<file path="src/rtl/pipe_reg_chain.sv">
// Parametrised chain of pipeline boundary registers with per-stage hold/flush resolution
// and saturating stall/flush performance counters.
module pipe_reg_chain #(
  parameter int               NUM_STAGES = 4,
  parameter int               WIDTH      = 64,
  parameter logic [WIDTH-1:0] NOP_VALUE  = '0,
  parameter int               COUNT_W    = 32
) (
  input  logic                             clock,
  input  logic                             reset,
  input  logic [NUM_STAGES*WIDTH-1:0]      in_data,
  input  logic [NUM_STAGES-1:0]            in_valid,
  input  logic [NUM_STAGES-1:0]            hold_req,
  input  logic [NUM_STAGES-1:0]            flush_req,
  input  logic                             clr_counters,
  output logic [NUM_STAGES*WIDTH-1:0]      out_data,
  output logic [NUM_STAGES-1:0]            out_valid,
  output logic [$clog2(NUM_STAGES+1)-1:0]  valid_count,
  output logic [COUNT_W-1:0]               stall_cycles,
  output logic [COUNT_W-1:0]               flush_events
);

  localparam int VC_W = $clog2(NUM_STAGES+1);

  logic [NUM_STAGES*WIDTH-1:0] data_q, data_d;
  logic [NUM_STAGES-1:0]       valid_q, valid_d;
  logic [NUM_STAGES-1:0]       eff_hold;
  logic [NUM_STAGES-1:0]       younger_held;
  logic [COUNT_W-1:0]          stall_q, flush_q;

  // A hold at boundary j freezes every boundary at or below j.
  for (genvar g = 0; g < NUM_STAGES; g++) begin : g_hold
    assign eff_hold[g] = |(hold_req >> g);
  end

  // Bit i is set when boundary i-1 is held; boundary 0 has nothing younger.
  assign younger_held = {eff_hold[NUM_STAGES-2:0], 1'b0};

  // Priority per boundary: flush, hold, bubble, then normal capture.
  always_comb begin
    data_d  = data_q;
    valid_d = valid_q;
    for (int i = 0; i < NUM_STAGES; i++) begin
      if (flush_req[i]) begin
        data_d[i*WIDTH +: WIDTH] = NOP_VALUE;
        valid_d[i]               = 1'b0;
      end else if (eff_hold[i]) begin
        data_d[i*WIDTH +: WIDTH] = data_q[i*WIDTH +: WIDTH];
        valid_d[i]               = valid_q[i];
      end else if (younger_held[i]) begin
        data_d[i*WIDTH +: WIDTH] = NOP_VALUE;
        valid_d[i]               = 1'b0;
      end else begin
        data_d[i*WIDTH +: WIDTH] = in_data[i*WIDTH +: WIDTH];
        valid_d[i]               = in_valid[i];
      end
    end
  end

  always_ff @(posedge clock or posedge reset) begin
    if (reset) begin
      data_q  <= {NUM_STAGES{NOP_VALUE}};
      valid_q <= '0;
    end else begin
      data_q  <= data_d;
      valid_q <= valid_d;
    end
  end

  // Counters stick at all-ones; clear beats increment.
  always_ff @(posedge clock or posedge reset) begin
    if (reset) begin
      stall_q <= '0;
      flush_q <= '0;
    end else if (clr_counters) begin
      stall_q <= '0;
      flush_q <= '0;
    end else begin
      if (|hold_req && (stall_q != {COUNT_W{1'b1}}))
        stall_q <= stall_q + 1'b1;
      if (|flush_req && (flush_q != {COUNT_W{1'b1}}))
        flush_q <= flush_q + 1'b1;
    end
  end

  always_comb begin
    valid_count = '0;
    for (int i = 0; i < NUM_STAGES; i++)
      valid_count = valid_count + VC_W'(valid_q[i]);
  end

  assign out_data     = data_q;
  assign out_valid    = valid_q;
  assign stall_cycles = stall_q;
  assign flush_events = flush_q;

endmodule
</file>
<file path="config.mk">
export PLATFORM = sky130hd
export DESIGN_NAME = pipe_reg_chain
export DESIGN_NICKNAME = d
export VERILOG_FILES = /design/src/rtl/pipe_reg_chain.sv
export SDC_FILE = /design/constraint.sdc
export NUM_CORES = 1
export LEC_CHECK = 0
export CORE_AREA = 2 2 232 234
export CTS_BUF_LIST = sky130_fd_sc_hd__clkbuf_8 sky130_fd_sc_hd__clkbuf_16
export DETAILED_ROUTE_END_ITERATION = 7
export DIE_AREA = 0 0 234 236
export GPL_TIMING_DRIVEN = 1
export PLACE_DENSITY_LB_ADDON = 0.08
export SLEW_MARGIN = 15
export SYNTH_ARGS = -nofsm -noshare
export SYNTH_HDL_FRONTEND = slang
export SYNTH_SLANG_ARGS = --single-unit
</file>
<file path="constraint.sdc">
create_clock -name clock -period 23.5 [get_ports clock]
set_input_delay 2.35 -clock clock [delete_from_list [all_inputs] [get_ports clock]]
set_output_delay 2.35 -clock clock [all_outputs]
set_load 0.1 [all_outputs]
</file>
==> flow_summary_export.csv <==
group,metric,value,unit
outcome,outcome,"complete, no violations",
cts,cts_hold_buf,0,
layout,final_cells,2430,
synthesis,yosys_most_used_dff,"dfrtp_1",
route,wl_per_cell,21.9,um
layout,post-route-util,39.7,%
worst_setup_path,crit_chain,"inv_1 > fa_1 > inv_1 > ha_1 > ha_1 > clkdlybuf4s50_1",
route,ant_nets,0,
sta,slew_headroom,23.4,%
sta,final_max_slew_viol_count,0,
synthesis,ys_seq_area_share,62.1,%
worst_setup_path,critPathTopFamily,"buffers and inverters",
worst_setup_path,crit_fanout,3,
sta,hold_viol_final,0,
route,drtIter0Drc,603,
worst_setup_path,required,21.15,ns
synthesis,synthesis.area,13100,sq um
cts,clock_latency,0.56,ns
grt,grt_pass1_vias,11500,
cts,cts-root-buf,"clkbuf_16",
floorplan,die-height,236,um
pwr,power_frac_comb,15.6,%
sta,tns,0,ns
worst_setup_path,cp_data_arrival_time,3.18,ns
worst_setup_path,end_kind,"primary output",
synthesis,synth_top_cell_area_share,62.1,%
sta,worst_slack,17.97,ns
sta,tightest_slew,1.15,ns
route,via_per_inst,4.78,
grt,grt_max_degree,139,
sta,finalClockSkew,0.0131,ns
worst_setup_path,path_class,"flip-flop to primary output",
route,drc,0,
layout,diodes,0,
worst_setup_path,slowest_delay,1.12,ns
sta,whs,0.502,ns
cts,cts_tree,"yes",
synthesis,synthCells,1131,
synthesis,synth_common_cells,"324 x dfrtp_1, 195 x a22o_1, 153 x nand2_1, 104 x a21oi_1, 72 x clkbuf_1",
synthesis,synth_most_common_cell,"dfrtp_1",
sta,max_freq,0.181,GHz
synthesis,ys_types,44,
floorplan,start_util,24.6,%
synthesis,yosysWarnings,0,
sta,setup_viol,0,
route,wl,53200,um
pwr,power_frac_seq,40.8,%
cts,cts_made_buffers,41,
synthesis,syn_nets,1407,
grt,grt_usage,18.6,%
floorplan,ios,598,
grt,antenna_found_initial,4,
place,dp.cells,2355,
layout,layout.nets,1978,
synthesis,synth.avg_cell_area,11.5,sq um
worst_setup_path,crit_slowest_cell,"clkdlybuf4s50_1",
pwr,clock_power_share,43.7,%
synthesis,synth_edf_count,0,
pwr,leakage,8.75,nW
hold_path,hold_class,"flip-flop to flip-flop",
floorplan,die-area,55200,sq um
pwr,power.internal,1.00,mW
route,dr.pass1.iters,5,
route,via_count,11600,
pwr,powerDensity,67.5,nW/um^2
floorplan,core,53100,sq um
layout,syn_to_final_growth,61.2,%
grt,grt_overflow_total,0,
pwr,power_switching,0.417,mW
cts,clockBufferDepth,3,
floorplan,dieWidth,234,um
cts,cts_setup_buffers,0,
synthesis,synth_top_area_cell,"dfrtp_1",
sta,rsz0062_at_grt,"false",
worst_setup_path,startpoint_type,"flip-flop",
job,cap_viol_max_count,0,
pwr,swShare,29.3,%
place,portBuffers,597,
place,post-place-ws,17.97,ns
worst_setup_path,path_buf_inv,3,
synthesis,ys_seq_elements,324,
pwr,peakVddDrop,0.0522,mV
cts,cts_resized,0,
sta,min_period,5.53,ns
cts,clk_pin_slew,0.06,ns
synthesis,async_flop_share,100,%
cts,h-tree-depth,2,
floorplan,fp-row-count,85,
layout,layout-drive-gt1-share,6.46,%
place,dpl.hpwl,37600,um
cts,clock-sinks,324,
grt,grt_pass1_wl,77700,um
sta,post-route-period-util,23.5,%
place,routabilityCongestion,0.782,
synthesis,synth_area_leaders,"dfrtp_1 62%, a22o_1 13%, nand2_1 4.4%",
-- registers in the layout, indices dropped and copies added (netlist names) --
| signal | count |
|---|---|
| flush_events | 32 |
| out_data | 256 |
| stall_cycles | 32 |
| out_valid | 4 |
-- cell type report --
cell class | count | area, sq um
Clock inverter | 28 | 206
Fill cell | 5258 | 32000
Sequential cell | 324 | 8110
Timing Repair Buffer | 611 | 6070
Multi-Input combinational cell | 706 | 4610
Clock buffer | 47 | 1110
Tap cell | 696 | 871
Inverter | 18 | 75.1
-- power groups by stage --
stage	clock network, mW	registers, mW	logic (mW)
after floorplan	0	0.683	0.0365
after global placement	0	0.589	0.224
after detailed placement	0	0.589	0.224
after CTS	0.643	0.579	0.224
after global routing	0.663	0.580	0.232
final	0.620	0.579	0.221
-- through the flow --
| stage | power, mW | cell area, sq um |
|---|---|---|
| after floorplan | 0.719 | 13100 |
| after global placement | 0.812 | 19700 |
| after detailed placement | 0.813 | 19700 |
| after CTS | 1.45 | 21000 |
| after global routing | 1.47 | 21000 |
| final | 1.42 | 21000 |
-- metal layers --
metal / up-vias / global-route usage (%) / part of all wire, %
li1: 5301 / - / -
met1: 5881 / 22.3 / 39
met2: 363 / 32.3 / 51
met3: 66 / 6.03 / 7.9
met4: 8 / 4.09 / 1.6
met5: - / 0 / 0.11
-- path summary, 6_finish.rpt --
check | cells past startpoint | slack [ns] | startpoint | endpoint
setup / recovery | 6 | 17.97 | out_valid[0] | valid_count[1]
hold / removal | 1 | 0.50 | out_data[136] | out_data[136]
setup reg to reg | 5 | 20.78 | stall_cycles[16] | stall_cycles[25]
hold reg to reg | 1 | 0.50 | out_data[136] | out_data[136]
max in group asynchronous | 4 | 18.76 | reset | out_valid[0]
min in group asynchronous | 2 | 2.47 | reset | out_data[242]
-- cells in the final DEF (no fill, tap or decap), drive strengths merged, types with 3 or more instances in the layout --
master,instances
o31ai,29
a22o,195
nor2,39
o2111ai,4
clkbuf,47
and2,3
nand2,153
dfrtp,324
buf,16
o31a,3
o21ai,14
nand4,17
nand3,23
or3,14
a21oi,104
o211ai,3
nor4,15
nor3,10
or4,29
and3,8
mux2,9
clkdlybuf4s50,595
nor2b,10
clkinv,12
xnor2,3
inv,31
ha,4
xor2,8
-- cell families (layout without fill, tap and decap cells) --
logic type | Yosys count | in the layout | share of synthesized area (%)
buffers and inverters | 101 | 704 | 3.10
adder cells (fa/ha/maj) | 5 | 5 | 0.537
multiplexers | 10 | 10 | 0.910
AND/OR/NAND/NOR | 326 | 326 | 12.3
XOR/XNOR | 11 | 11 | 0.738
flip-flops | 324 | 324 | 62.1
AO/OA/AOI/OAI | 354 | 354 | 20.3
-- worst register-to-register path, delay by kind of cell, from the launching register on --
| kind | cells | cell delay (ns) |
|---|---|---|
| multiplexers | 1 | 0.33 |
| flip-flops | 1 | 0.49 |
| AND/OR/NAND/NOR | 3 | 1.02 |
| AO/OA/AOI/OAI | 1 | 0.76 |
Power figures use the tool's default switching activity.
==> variant: new RTL, same flow settings <==
Set the parameter `COUNT_W` to 64 (it was 32).
--- a/src/rtl/pipe_reg_chain.sv
+++ b/src/rtl/pipe_reg_chain.sv
@@ -4,7 +4,7 @@
   parameter int               NUM_STAGES = 4,
   parameter int               WIDTH      = 64,
   parameter logic [WIDTH-1:0] NOP_VALUE  = '0,
-  parameter int               COUNT_W    = 32
+  parameter int               COUNT_W    = 64
 ) (
   input  logic                             clock,
   input  logic                             reset,
Interface: changed (resized flush_events and stall_cycles); port bits go from 598 to 662. No check against the original RTL was run, so the function may have changed too.
==> variant against the unedited design <==
Sequential share of layout area down 0.27 points; clock power up 12%; critical path depth is the same; count of clock-buffer cells in the layout is 12 higher; total power grew 13%; sequential cell count grew 64; area after synthesis up 27%; worst setup slack worse by 0.021 ns; routed wire length up 27%; design area is 21% higher; register-to-register slack worse by 1.7 ns; critical endpoint unchanged; largest cell class unchanged; highest routed layer unchanged.
==> variant: results (changes against the unedited design) <==
metric,value,unit,change
M1 WL,27.2,mm,+30%
met2 wire length,33.5,mm,+23%
met3 track demand over resource,7.24,%,+1.2 points
leakage,10.3,nW,+18%
Tot GR Track Use,23.7,%,+5.1 points
# nets final,2452,,+24%
"top cells by area, synth","dfrtp_1 (58%), a22o_1 (10%), nand2_1 (4.1%)",,
first-pass GRT wire length,98.4,mm,+27%
clock skew,0.00977,ns,-0.00329 ns
Initial DRT Pass Iterations,4,,-1
Slew @ Worst Pin,1.20,ns,+0.0577 ns
WP data arrival,3.20,ns,+0.02 ns
DR iter-0 viols,858,,+42%
post-DP HPWL,49.7,mm,+32%
fill cell count,4967,,-5.5%
met3 WL post-DR,5.40,mm,+28%
R2R depth,7,,+2
synth cell count leaders,"dfrtp_1 (388), a22o_1 (195), nand2_1 (182), a21oi_1 (114), nor2_1 (111)",,
Via-to-Cell Ratio,5.19,,+8.6%
total CTS buffers,45,,+9.8%
Peak VDD IR,0.0000440,V,-16%
status,completed,,
GR Layer Usage met1,29.3,%,+7.0 points
met2 Use GR,39.9,%,+7.5 points
pin count of the biggest net entering global routing,130,,-6.5%
library cells used by synthesis,47,,+6.8%
DR WL/cell,23.2,um,+6.0%
initial antenna violation count,15,,+11
layout cells sized above 1,5.53,%,-0.93 points
vias in the first global route,14700,,+27%
fin. max-slew vios,0,,unchanged
I/O Buffers,661,,+11%
highest metal used,met5,,
syn_nets,1828,,+30%
"Seq/Total Area, Yosys",58.4,%,-3.7 points
==> variant: final cells by class <==
type                    count  area, sq um  area share [%]
flip-flops and latches    388         9710            38.3
repair buffers            680         6750            26.6
multi-input cells        1037         6490            25.6
clock buffers              59         1340            5.28
well taps                 696          871            3.43
clock inverters            19          108           0.424
inverters                  24         97.6           0.384
diodes                      7         17.5          0.0690
==> variant: cells by family after synthesis <==
family	Yosys count	synth area share [%]
compound gates	400	17.3
xor+xnor	65	3.42
fa+ha+maj	5	0.421
buf+inv	127	2.97
flops	388	58.4
mux	13	0.865
simple gates	554	16.6
==> variant: critical path: cells and delay by family (launching register included) <==
family                     cells  cell delay, ns
buffers and inverters          3            1.30
adders and majority gates      3            0.96
DFF                            1            0.37
==> variant: where the power goes <==
part	internal [W]	total (W)	switching, W
Sequential	0.000681	0.000690	0.00000870
Clock	0.000407	0.000694	0.000287
Combinational	0.0000721	0.000227	0.000155
Total	0.00116	0.00161	0.000450
==> variant: path summary, 6_finish.rpt <==
check                                  from                to  slack [ns]
setup / recovery               out_valid[1]    valid_count[1]       17.95
hold / removal                 out_data[72]      out_data[72]        0.50
setup reg to reg           flush_events[24]  flush_events[47]       19.08
hold reg to reg                out_data[72]      out_data[72]        0.50
max in group asynchronous             reset     out_data[114]       18.91
min in group asynchronous             reset      out_data[61]        2.35
==> variant: per-stage QoR <==
| step | setup slack (ns) | cells | instance area [sq um] | utilization [%] |
|---|---|---|---|---|
| after floorplan | 10.37 | 1552 | 16600 | - |
| after detailed placement | 18.05 | 2825 | 23900 | 45.1 |
| after global placement | 18.08 | 2825 | 23900 | 45.1 |
| after CTS | 17.88 | 2903 | 25400 | 47.8 |
| final | 17.95 | 2910 | 25400 | 47.8 |
| after global routing | 17.85 | 2907 | 25400 | 47.8 |
